[config.mk]
export PLATFORM = sky130hd
export DESIGN_NAME = fb_scanout_flat
export DESIGN_NICKNAME = d
export VERILOG_FILES = /design/src/rtl/fb_scanout_if.sv /design/src/rtl/fb_scanout.sv /design/src/flat_wrapper.sv
export SDC_FILE = /design/constraint.sdc
export NUM_CORES = 1
export LEC_CHECK = 0
export BUFFER_PORTS_ARGS = -buffer_cell sky130_fd_sc_hd__buf_2
export CAP_MARGIN = 20
export CORE_MARGIN = 2
export CORE_UTILIZATION = 50
export CTS_BUF_LIST = sky130_fd_sc_hd__clkbuf_8 sky130_fd_sc_hd__clkbuf_16
export CTS_CLUSTER_DIAMETER = 60
export DETAILED_ROUTE_END_ITERATION = 8
export PLACE_DENSITY = 0.81
export SYNTH_ARGS = -nofsm -noshare
export SYNTH_HDL_FRONTEND = slang
export SYNTH_SLANG_ARGS = --single-unit
[constraint.sdc]
create_clock -name clk -period 2 [get_ports clk]
set_input_delay 0.2 -clock clk [delete_from_list [all_inputs] [get_ports clk]]
set_output_delay 0.2 -clock clk [all_outputs]
set_load 0.005 [all_outputs]
[src/rtl/fb_scanout_if.sv]
// Scan-out bus: frame buffer read port, renderer swap handshake and VGA pins.
// master = scan-out engine, slave = the memory/renderer/display side.
interface fb_scanout_if;
  logic [19:0] read_addr;
  logic        fb_r, fb_g, fb_b;
  logic        swap_req, swap_ack;
  logic        front_sel, frame_start;
  logic        vga_r, vga_g, vga_b;
  logic        hsync, vsync, de;

  modport master (
    output read_addr, swap_ack, front_sel, frame_start,
    output vga_r, vga_g, vga_b, hsync, vsync, de,
    input  fb_r, fb_g, fb_b, swap_req
  );

  modport slave (
    input  read_addr, swap_ack, front_sel, frame_start,
    input  vga_r, vga_g, vga_b, hsync, vsync, de,
    output fb_r, fb_g, fb_b, swap_req
  );
endinterface

[src/rtl/fb_scanout.sv]
// VGA scan-out for a double-buffered frame buffer. Generates raster timing,
// walks a linear read address through the front buffer, aligns returning
// pixel data with sync/de through a 3-stage pipe and flips buffers at the
// start of vertical blanking when the renderer asks.
module fb_scanout #(
  parameter int H_ACTIVE = 640,
  parameter int H_FP     = 16,
  parameter int H_SYNC   = 96,
  parameter int H_BP     = 48,
  parameter int V_ACTIVE = 480,
  parameter int V_FP     = 10,
  parameter int V_SYNC   = 2,
  parameter int V_BP     = 33,
  parameter int FB_SIZE  = 307200
) (
  input  logic             clk,
  input  logic             reset,
  fb_scanout_if.master     bus
);
  localparam int H_TOTAL = H_ACTIVE + H_FP + H_SYNC + H_BP;
  localparam int V_TOTAL = V_ACTIVE + V_FP + V_SYNC + V_BP;
  localparam int HW = $clog2(H_TOTAL);
  localparam int VW = $clog2(V_TOTAL);

  localparam logic [HW-1:0] H_LAST = HW'(H_TOTAL - 1);
  localparam logic [HW-1:0] H_ACT  = HW'(H_ACTIVE);
  localparam logic [HW-1:0] H_SS   = HW'(H_ACTIVE + H_FP);
  localparam logic [HW-1:0] H_SE   = HW'(H_ACTIVE + H_FP + H_SYNC);
  localparam logic [VW-1:0] V_LAST = VW'(V_TOTAL - 1);
  localparam logic [VW-1:0] V_ACT  = VW'(V_ACTIVE);
  localparam logic [VW-1:0] V_SS   = VW'(V_ACTIVE + V_FP);
  localparam logic [VW-1:0] V_SE   = VW'(V_ACTIVE + V_FP + V_SYNC);
  localparam logic [19:0]   BASE1  = 20'(FB_SIZE);

  // S0 state
  logic [HW-1:0] h_cnt_q, h_cnt_d;
  logic [VW-1:0] v_cnt_q, v_cnt_d;
  logic [18:0]   lin_q, lin_d;
  logic          front_sel_q, front_sel_d;
  logic          swap_ack_q, swap_ack_d;
  logic          frame_start_q, frame_start_d;
  // S1: raster flags held while the memory read is in flight
  logic          act1_q, act1_d, hs1_q, hs1_d, vs1_q, vs1_d;
  // S2: output registers
  logic          vga_r_q, vga_r_d, vga_g_q, vga_g_d, vga_b_q, vga_b_d;
  logic          de_q, de_d, hsync_q, hsync_d, vsync_q, vsync_d;

  logic active, h_wrap, v_wrap, hs_raw, vs_raw, swap_pt;

  // Raster decode and next-state for counters, swap logic and pipeline
  always_comb begin
    active  = (h_cnt_q < H_ACT) && (v_cnt_q < V_ACT);
    h_wrap  = (h_cnt_q == H_LAST);
    v_wrap  = (v_cnt_q == V_LAST);
    hs_raw  = !((h_cnt_q >= H_SS) && (h_cnt_q < H_SE));
    vs_raw  = !((v_cnt_q >= V_SS) && (v_cnt_q < V_SE));
    // First blanking cycle: every pixel of the frame has left the pipe
    swap_pt = (h_cnt_q == '0) && (v_cnt_q == V_ACT);

    h_cnt_d = h_wrap ? '0 : h_cnt_q + 1'b1;
    v_cnt_d = v_cnt_q;
    if (h_wrap) v_cnt_d = v_wrap ? '0 : v_cnt_q + 1'b1;

    // lin tracks v*H_ACTIVE+h by counting consumed pixels
    lin_d = lin_q;
    if (h_wrap && v_wrap) lin_d = '0;
    else if (active)      lin_d = lin_q + 1'b1;

    front_sel_d   = front_sel_q ^ (swap_pt & bus.swap_req);
    swap_ack_d    = swap_pt & bus.swap_req;
    frame_start_d = (h_cnt_q == '0) && (v_cnt_q == '0);

    act1_d  = active;
    hs1_d   = hs_raw;
    vs1_d   = vs_raw;

    vga_r_d = act1_q & bus.fb_r;
    vga_g_d = act1_q & bus.fb_g;
    vga_b_d = act1_q & bus.fb_b;
    de_d    = act1_q;
    hsync_d = hs1_q;
    vsync_d = vs1_q;
  end

  // State registers; delay stages reset to the inactive (blank, sync high) value
  always_ff @(posedge clk) begin
    if (reset) begin
      h_cnt_q <= '0;  v_cnt_q <= '0;  lin_q <= '0;
      front_sel_q <= 1'b0;  swap_ack_q <= 1'b0;  frame_start_q <= 1'b0;
      act1_q <= 1'b0;  hs1_q <= 1'b1;  vs1_q <= 1'b1;
      vga_r_q <= 1'b0;  vga_g_q <= 1'b0;  vga_b_q <= 1'b0;
      de_q <= 1'b0;  hsync_q <= 1'b1;  vsync_q <= 1'b1;
    end else begin
      h_cnt_q <= h_cnt_d;  v_cnt_q <= v_cnt_d;  lin_q <= lin_d;
      front_sel_q <= front_sel_d;  swap_ack_q <= swap_ack_d;
      frame_start_q <= frame_start_d;
      act1_q <= act1_d;  hs1_q <= hs1_d;  vs1_q <= vs1_d;
      vga_r_q <= vga_r_d;  vga_g_q <= vga_g_d;  vga_b_q <= vga_b_d;
      de_q <= de_d;  hsync_q <= hsync_d;  vsync_q <= vsync_d;
    end
  end

  assign bus.read_addr   = (front_sel_q ? BASE1 : 20'd0) + {1'b0, lin_q};
  assign bus.front_sel   = front_sel_q;
  assign bus.swap_ack    = swap_ack_q;
  assign bus.frame_start = frame_start_q;
  assign bus.vga_r       = vga_r_q;
  assign bus.vga_g       = vga_g_q;
  assign bus.vga_b       = vga_b_q;
  assign bus.de          = de_q;
  assign bus.hsync       = hsync_q;
  assign bus.vsync       = vsync_q;
endmodule

[src/flat_wrapper.sv]
// flat-port wrapper written by rule: the top's interface ports become plain ports
module fb_scanout_flat 
#(
  parameter int H_ACTIVE = 640,
  parameter int H_FP     = 16,
  parameter int H_SYNC   = 96,
  parameter int H_BP     = 48,
  parameter int V_ACTIVE = 480,
  parameter int V_FP     = 10,
  parameter int V_SYNC   = 2,
  parameter int V_BP     = 33,
  parameter int FB_SIZE  = 307200
)
  (clk, reset, bus_read_addr, bus_swap_ack, bus_front_sel, bus_frame_start, bus_vga_r, bus_vga_g, bus_vga_b, bus_hsync, bus_vsync, bus_de, bus_fb_r, bus_fb_g, bus_fb_b, bus_swap_req);
  fb_scanout_if bus_i ();
  input  logic clk;
  input  logic reset;
  output wire logic [$bits(bus_i.read_addr)-1:0] bus_read_addr;
  output wire logic [$bits(bus_i.swap_ack)-1:0] bus_swap_ack;
  output wire logic [$bits(bus_i.front_sel)-1:0] bus_front_sel;
  output wire logic [$bits(bus_i.frame_start)-1:0] bus_frame_start;
  output wire logic [$bits(bus_i.vga_r)-1:0] bus_vga_r;
  output wire logic [$bits(bus_i.vga_g)-1:0] bus_vga_g;
  output wire logic [$bits(bus_i.vga_b)-1:0] bus_vga_b;
  output wire logic [$bits(bus_i.hsync)-1:0] bus_hsync;
  output wire logic [$bits(bus_i.vsync)-1:0] bus_vsync;
  output wire logic [$bits(bus_i.de)-1:0] bus_de;
  input wire logic [$bits(bus_i.fb_r)-1:0] bus_fb_r;
  input wire logic [$bits(bus_i.fb_g)-1:0] bus_fb_g;
  input wire logic [$bits(bus_i.fb_b)-1:0] bus_fb_b;
  input wire logic [$bits(bus_i.swap_req)-1:0] bus_swap_req;
  assign bus_read_addr = bus_i.read_addr;
  assign bus_swap_ack = bus_i.swap_ack;
  assign bus_front_sel = bus_i.front_sel;
  assign bus_frame_start = bus_i.frame_start;
  assign bus_vga_r = bus_i.vga_r;
  assign bus_vga_g = bus_i.vga_g;
  assign bus_vga_b = bus_i.vga_b;
  assign bus_hsync = bus_i.hsync;
  assign bus_vsync = bus_i.vsync;
  assign bus_de = bus_i.de;
  assign bus_i.fb_r = bus_fb_r;
  assign bus_i.fb_g = bus_fb_g;
  assign bus_i.fb_b = bus_fb_b;
  assign bus_i.swap_req = bus_swap_req;
  fb_scanout #(.H_ACTIVE(H_ACTIVE), .H_FP(H_FP), .H_SYNC(H_SYNC), .H_BP(H_BP), .V_ACTIVE(V_ACTIVE), .V_FP(V_FP), .V_SYNC(V_SYNC), .V_BP(V_BP), .FB_SIZE(FB_SIZE)) u_core (.clk(clk), .reset(reset), .bus(bus_i));
endmodule
Word-level counts from Yosys, hierarchy flattened:

Cells that the tools add are included.

* add/subtract/negate cells: 4
* order comparisons: 6
* equality and inequality tests: 3
* muxes and demuxes: 2
* bitwise logic cells: 5
* reductions and logical operators: 12

Operators with widths (number)
* 10-bit by 1-bit adder with 10-bit output (second input constant): 2
* 20-bit by 19-bit adder with 20-bit output: 1
* 10-bit equality test (second input constant): 2
* 10-bit zero test: 2
* 10-bit < comparator (second input constant): 2
* 10-bit by 9-bit < comparator with 1-bit output (second input constant): 2
* 19-bit by 1-bit adder with 19-bit output (second input constant): 1
* 19-bit 2-to-1 mux: 1
* 10-bit by 9-bit equality test with 1-bit output (second input constant): 1
* 10-bit greater-or-equal comparator (second input constant): 1
* 10-bit by 9-bit greater-or-equal comparator with 1-bit output (second input constant): 1
* 10-bit 2-to-1 mux: 1
* 1-bit logical AND: 6
* 1-bit AND: 4
* 2-bit OR reduction: 2
* 1-bit zero test: 2
* 1-bit XOR: 1

* register bits after elaboration: 51
* word-level logic and storage cells: 47

Longest topological paths before layout:

* depth in word-level cells: 4
* mapped depth: 8

Worst setup path before layout:

No wires, ideal clock.

* kind: reg-to-reg
* start point: register u_core.v_cnt_q[5]
* end point: register u_core.lin_q[18]
* library setup time: 0.130 ns
* arrival: 1.708 ns
* required time: 1.870 ns
* slack: 0.163 ns
* cell stages (with the launch flop): 6
* clock period less this slack: 1.837 ns
* path through: dfxtp_1 > or4_1 > or3_1 > o21bai_4 > buf_4 > a21oi_1

* word-level cells in the longest chain between the ends: 3
* elaborated cells between the ends (all ways): 5
* classes of those cells: order compare: 1; eq/ne: 1; reduce/logical: 3

Ends and longest elaborated chain
* start, declared: RTL line fb_scanout.sv:37 `logic [VW-1:0] v_cnt_q, v_cnt_d;`
* start signal, assigned: RTL line fb_scanout.sv:94 `h_cnt_q <= h_cnt_d; v_cnt_q <= v_cnt_d; lin_q <= lin_d;`
* parallel branches: the longest is 3 deep, another holds 10-bit by 9-bit < comparator with 1-bit output
* end signal, assigned: RTL line fb_scanout.sv:94
* end, declared: RTL line fb_scanout.sv:38 `logic [18:0] lin_q, lin_d;`

Several ways; the timed one is not identified.
A chain may end at the register's enable or synchronous reset.

Final worst setup path:

* start point: register u_core.front_sel_q, in the netlist u_core.bus.front_sel
* end point: output port bus_read_addr[19]

* word-level cells in the longest chain between the ends: 2

Ends and longest elaborated chain
* start, declared: RTL line fb_scanout.sv:39 `logic front_sel_q, front_sel_d;`
* start signal, assigned: RTL line fb_scanout.sv:95 `front_sel_q <= front_sel_d; swap_ack_q <= swap_ack_d;`
* 19-bit 2-to-1 mux: RTL line fb_scanout.sv:103 `assign bus.read_addr = (front_sel_q ? BASE1 : 20'd0) + {1'b0, lin_q};`
* 20-bit by 19-bit adder with 20-bit output: RTL line fb_scanout.sv:103
* end, declared: RTL line flat_wrapper.sv:18 `output wire logic [$bits(bus_i.read_addr)-1:0] bus_read_addr;`

No other way between the ends.

==> out/metrics.csv <==
metric,value,unit
yosysMostFrequentCell,dfxtp_1,
path_clk_slew,0.09,ns
period_needed,1.984,ns
hold_viol_final,0,
ys_types,43,
core,0.004817,mm²
final_nets,337,
finalCoreUtilization,0.6086,
cap_violations,0,
synth_compound_area_frac,0.1283,
path_buf_inv,1,
irDropWorstVdd,0.3474,mV
synthDominantCellAreaShare,0.4026,
slowest_stage,dfxtp_4,
hold_end,u_core.bus.vga_g,
syn_nets,303,
synth_xor_xnor_area_share,0.06561,
pre_cts_ws,0.1104,ns
fin_tns_setup,0,ns
synthMuxAreaShare,0.003947,
finalCritPeriodShare,0.9918,
finClkSkew,0.006248,ns
ys_seq_area_frac,0.4026,
route.vias.total,2114,
diodes,0,
rr_endpoint,u_core.lin_q[13],
slew_viol_final,0,
synth_top_family_by_area,simple AND/OR/NAND/NOR gates,
grt_pass1_wl,7907,µm
maxSlewHeadroom,0.6067,
ys_async_sr_fraction,0,
totalWireLength,5009,µm
swShare,0.2037,
syn_inst,286,
clk_latency,0.31,ns
dpl.hpwl,3445,µm
track_usage,0.1789,
final_layout_size_suffix_gt1_frac,0.2368,
drtIter0Drc,83,
worst_slew_pin_slew,0.5855,ns
ctsHoldBuffers,0,
yosysTopAreaCell,dfxtp_1,
crit_path_cell_trace,ha_1 -> a21o_1 -> a31o_2 -> a41o_1 -> buf_2,
reg2reg_slack,0.11,ns
power_density,671.4,mW/mm²
viasPerCell,5.448,
synth-seq-cells,51,
crit_type,flop to output pin,
htree_levels,2,
path_delay_family,compound AO/OA/AOI/OAI gates,
cts_made_buffers,5,
synthesis.area,0.002536,mm²
syn_avg_cell_area,8.868,µm²
ant_nets,0,
synthTopCellsByCount,"51 x dfxtp_1, 23 x a21oi_1, 23 x nor2_1",
outcome,completed,
combinationalPowerShare,0.041,
instances_no_fill,388,
yosys.area_share.adder,0.05723,
die_h,75.22,µm
synth_warnings,0,
synth_ff_type,dfxtp_1,
dp.cells,377,
synth_edf_count,0,
die_area,0.005658,mm²
r2r-start,u_core.h_cnt_q[8],
rsz0062_at_grt,true,
p_int,1.567,mW
grt_max_degree,29,
io_buffers,34,
setup_viol,0,
worstSetupEndpointType,output pin,
firstDrtPassIters,4,
crit_path_start_kind,flop,
drc_errors,0,
gp_congestion,0.8252,
clkPwrFrac,0.430,
hold_path.class,input pin to flop,
required,1.80,ns
yosys-top-cells-area,"dfxtp_1 40%, ha_1 4.9%, a21oi_1 4.5%",
syn_to_final_growth,15.59,%
whs_path_depth,2,
rows,25,
arrival,1.78,ns
clockRootBuffer,clkbuf_8,
fmax,0.5042,GHz
slowest_delay,0.38,ns
yosys.area_share.simple,0.2644,
pin_count,35,
cts.sinks,51,
cts_buffer_depth,2,
initial_core_util,0.5265,
grt_pass1_vias,1842,
leakagePower,1.171,nW
routedWlPerCell,12.91,µm
reg2reg_depth,4,
antenna_found_initial,0,
cts_tree,built,
switching_power,400.8,µW
grt_overflow,0,
whs,0.08426,ns
die_w,75.22,µm
nFillCells,440,
cp_max_fo,7,
seq_power_share,0.529,
layout_setup_ws,0.01648,ns
min_from,bus_fb_g,
[state kept, by name, summed over array words and instances, names as in the netlist]
name and cells:
u_core.hs1_q 1, u_core.bus.vsync 1, u_core.bus.swap_ack 1, u_core.act1_q 1
u_core.v_cnt_q 10, u_core.bus.de 1, u_core.bus.vga_g 1, u_core.bus.vga_r 1
u_core.lin_q 19, u_core.bus.hsync 1, u_core.bus.frame_start 1, u_core.bus.vga_b 1
u_core.bus.front_sel 1, u_core.vs1_q 1, u_core.h_cnt_q 10
[per-stage QoR]
stage / power (mW) / area [µm²]
final: 1.968 / 2932
after global placement: 1.146 / 2748
after global routing: 2.025 / 2932
after detailed placement: 1.148 / 2748
after CTS: 1.983 / 2895
after floorplan: 1.121 / 2536
[final cells by class]
| class | count | area (µm²) | area share |
|---|---|---|---|
| multi-input cells | 201 | 1335 | 0.4554 |
| clock buffers | 5 | 68.82 | 0.02347 |
| clock inverters | 3 | 67.56 | 0.02305 |
| inverters | 10 | 37.54 | 0.01280 |
| flip-flops and latches | 51 | 1028 | 0.3508 |
| well taps | 67 | 83.83 | 0.02860 |
| repair buffers | 51 | 310.3 | 0.1058 |
[how the worst max path moves through the flow]
stage                                    start                end  depth (start not counted)
after floorplan              u_core.v_cnt_q[5]   u_core.lin_q[18]                          5
after global placement         u_core.lin_q[0]   u_core.lin_q[18]                          5
after detailed placement       u_core.lin_q[0]   u_core.lin_q[18]                          5
after CTS                 u_core.bus.front_sel  bus_read_addr[19]                          5
after global routing      u_core.bus.front_sel  bus_read_addr[16]                          7
final                     u_core.bus.front_sel  bus_read_addr[19]                          5
[power by group through the flow]
stage / clock [mW] / sequential, mW / combinational (mW)
after floorplan: 0 / 1.07 / 0.0545
after global routing: 0.890 / 1.05 / 0.0903
after detailed placement: 0 / 1.07 / 0.0801
after CTS: 0.860 / 1.04 / 0.0804
after global placement: 0 / 1.07 / 0.0790
final: 0.846 / 1.04 / 0.0802
[cells in the final DEF (no fill, tap or decap), types with 11 or more instances in the layout]
cell / instances
a21oi_1: 22
buf_2: 34
o21ai_0: 11
or3_1: 12
nand4_1: 11
nor2_1: 22
nand2_1: 14
nand3_1: 15
dfxtp_1: 47
buf_4: 16
[timing repair]
| action | CTS | global route |
|---|---|---|
| pin swaps | 1 | 1 |
| hold endpoints to repair | 0 | 0 |
| buffers inserted | 0 | 3 |
| setup endpoints to repair | 4 | 6 |
| gates resized for setup | 6 | 5 |
[layer usage]
metal  GRT usage  part of all wire
met4     0.06433             0.014
met5           0                 0
met3     0.04016             0.035
met1      0.2129              0.46
met2      0.3158              0.49
[cells by family after synthesis]
group,count (synthesis)
compound gates,52
xor+xnor,19
fa+ha+maj,11
buf+inv,34
flops,51
mux,1
simple gates,118
No activity file was read; power rests on OpenSTA's default activity.
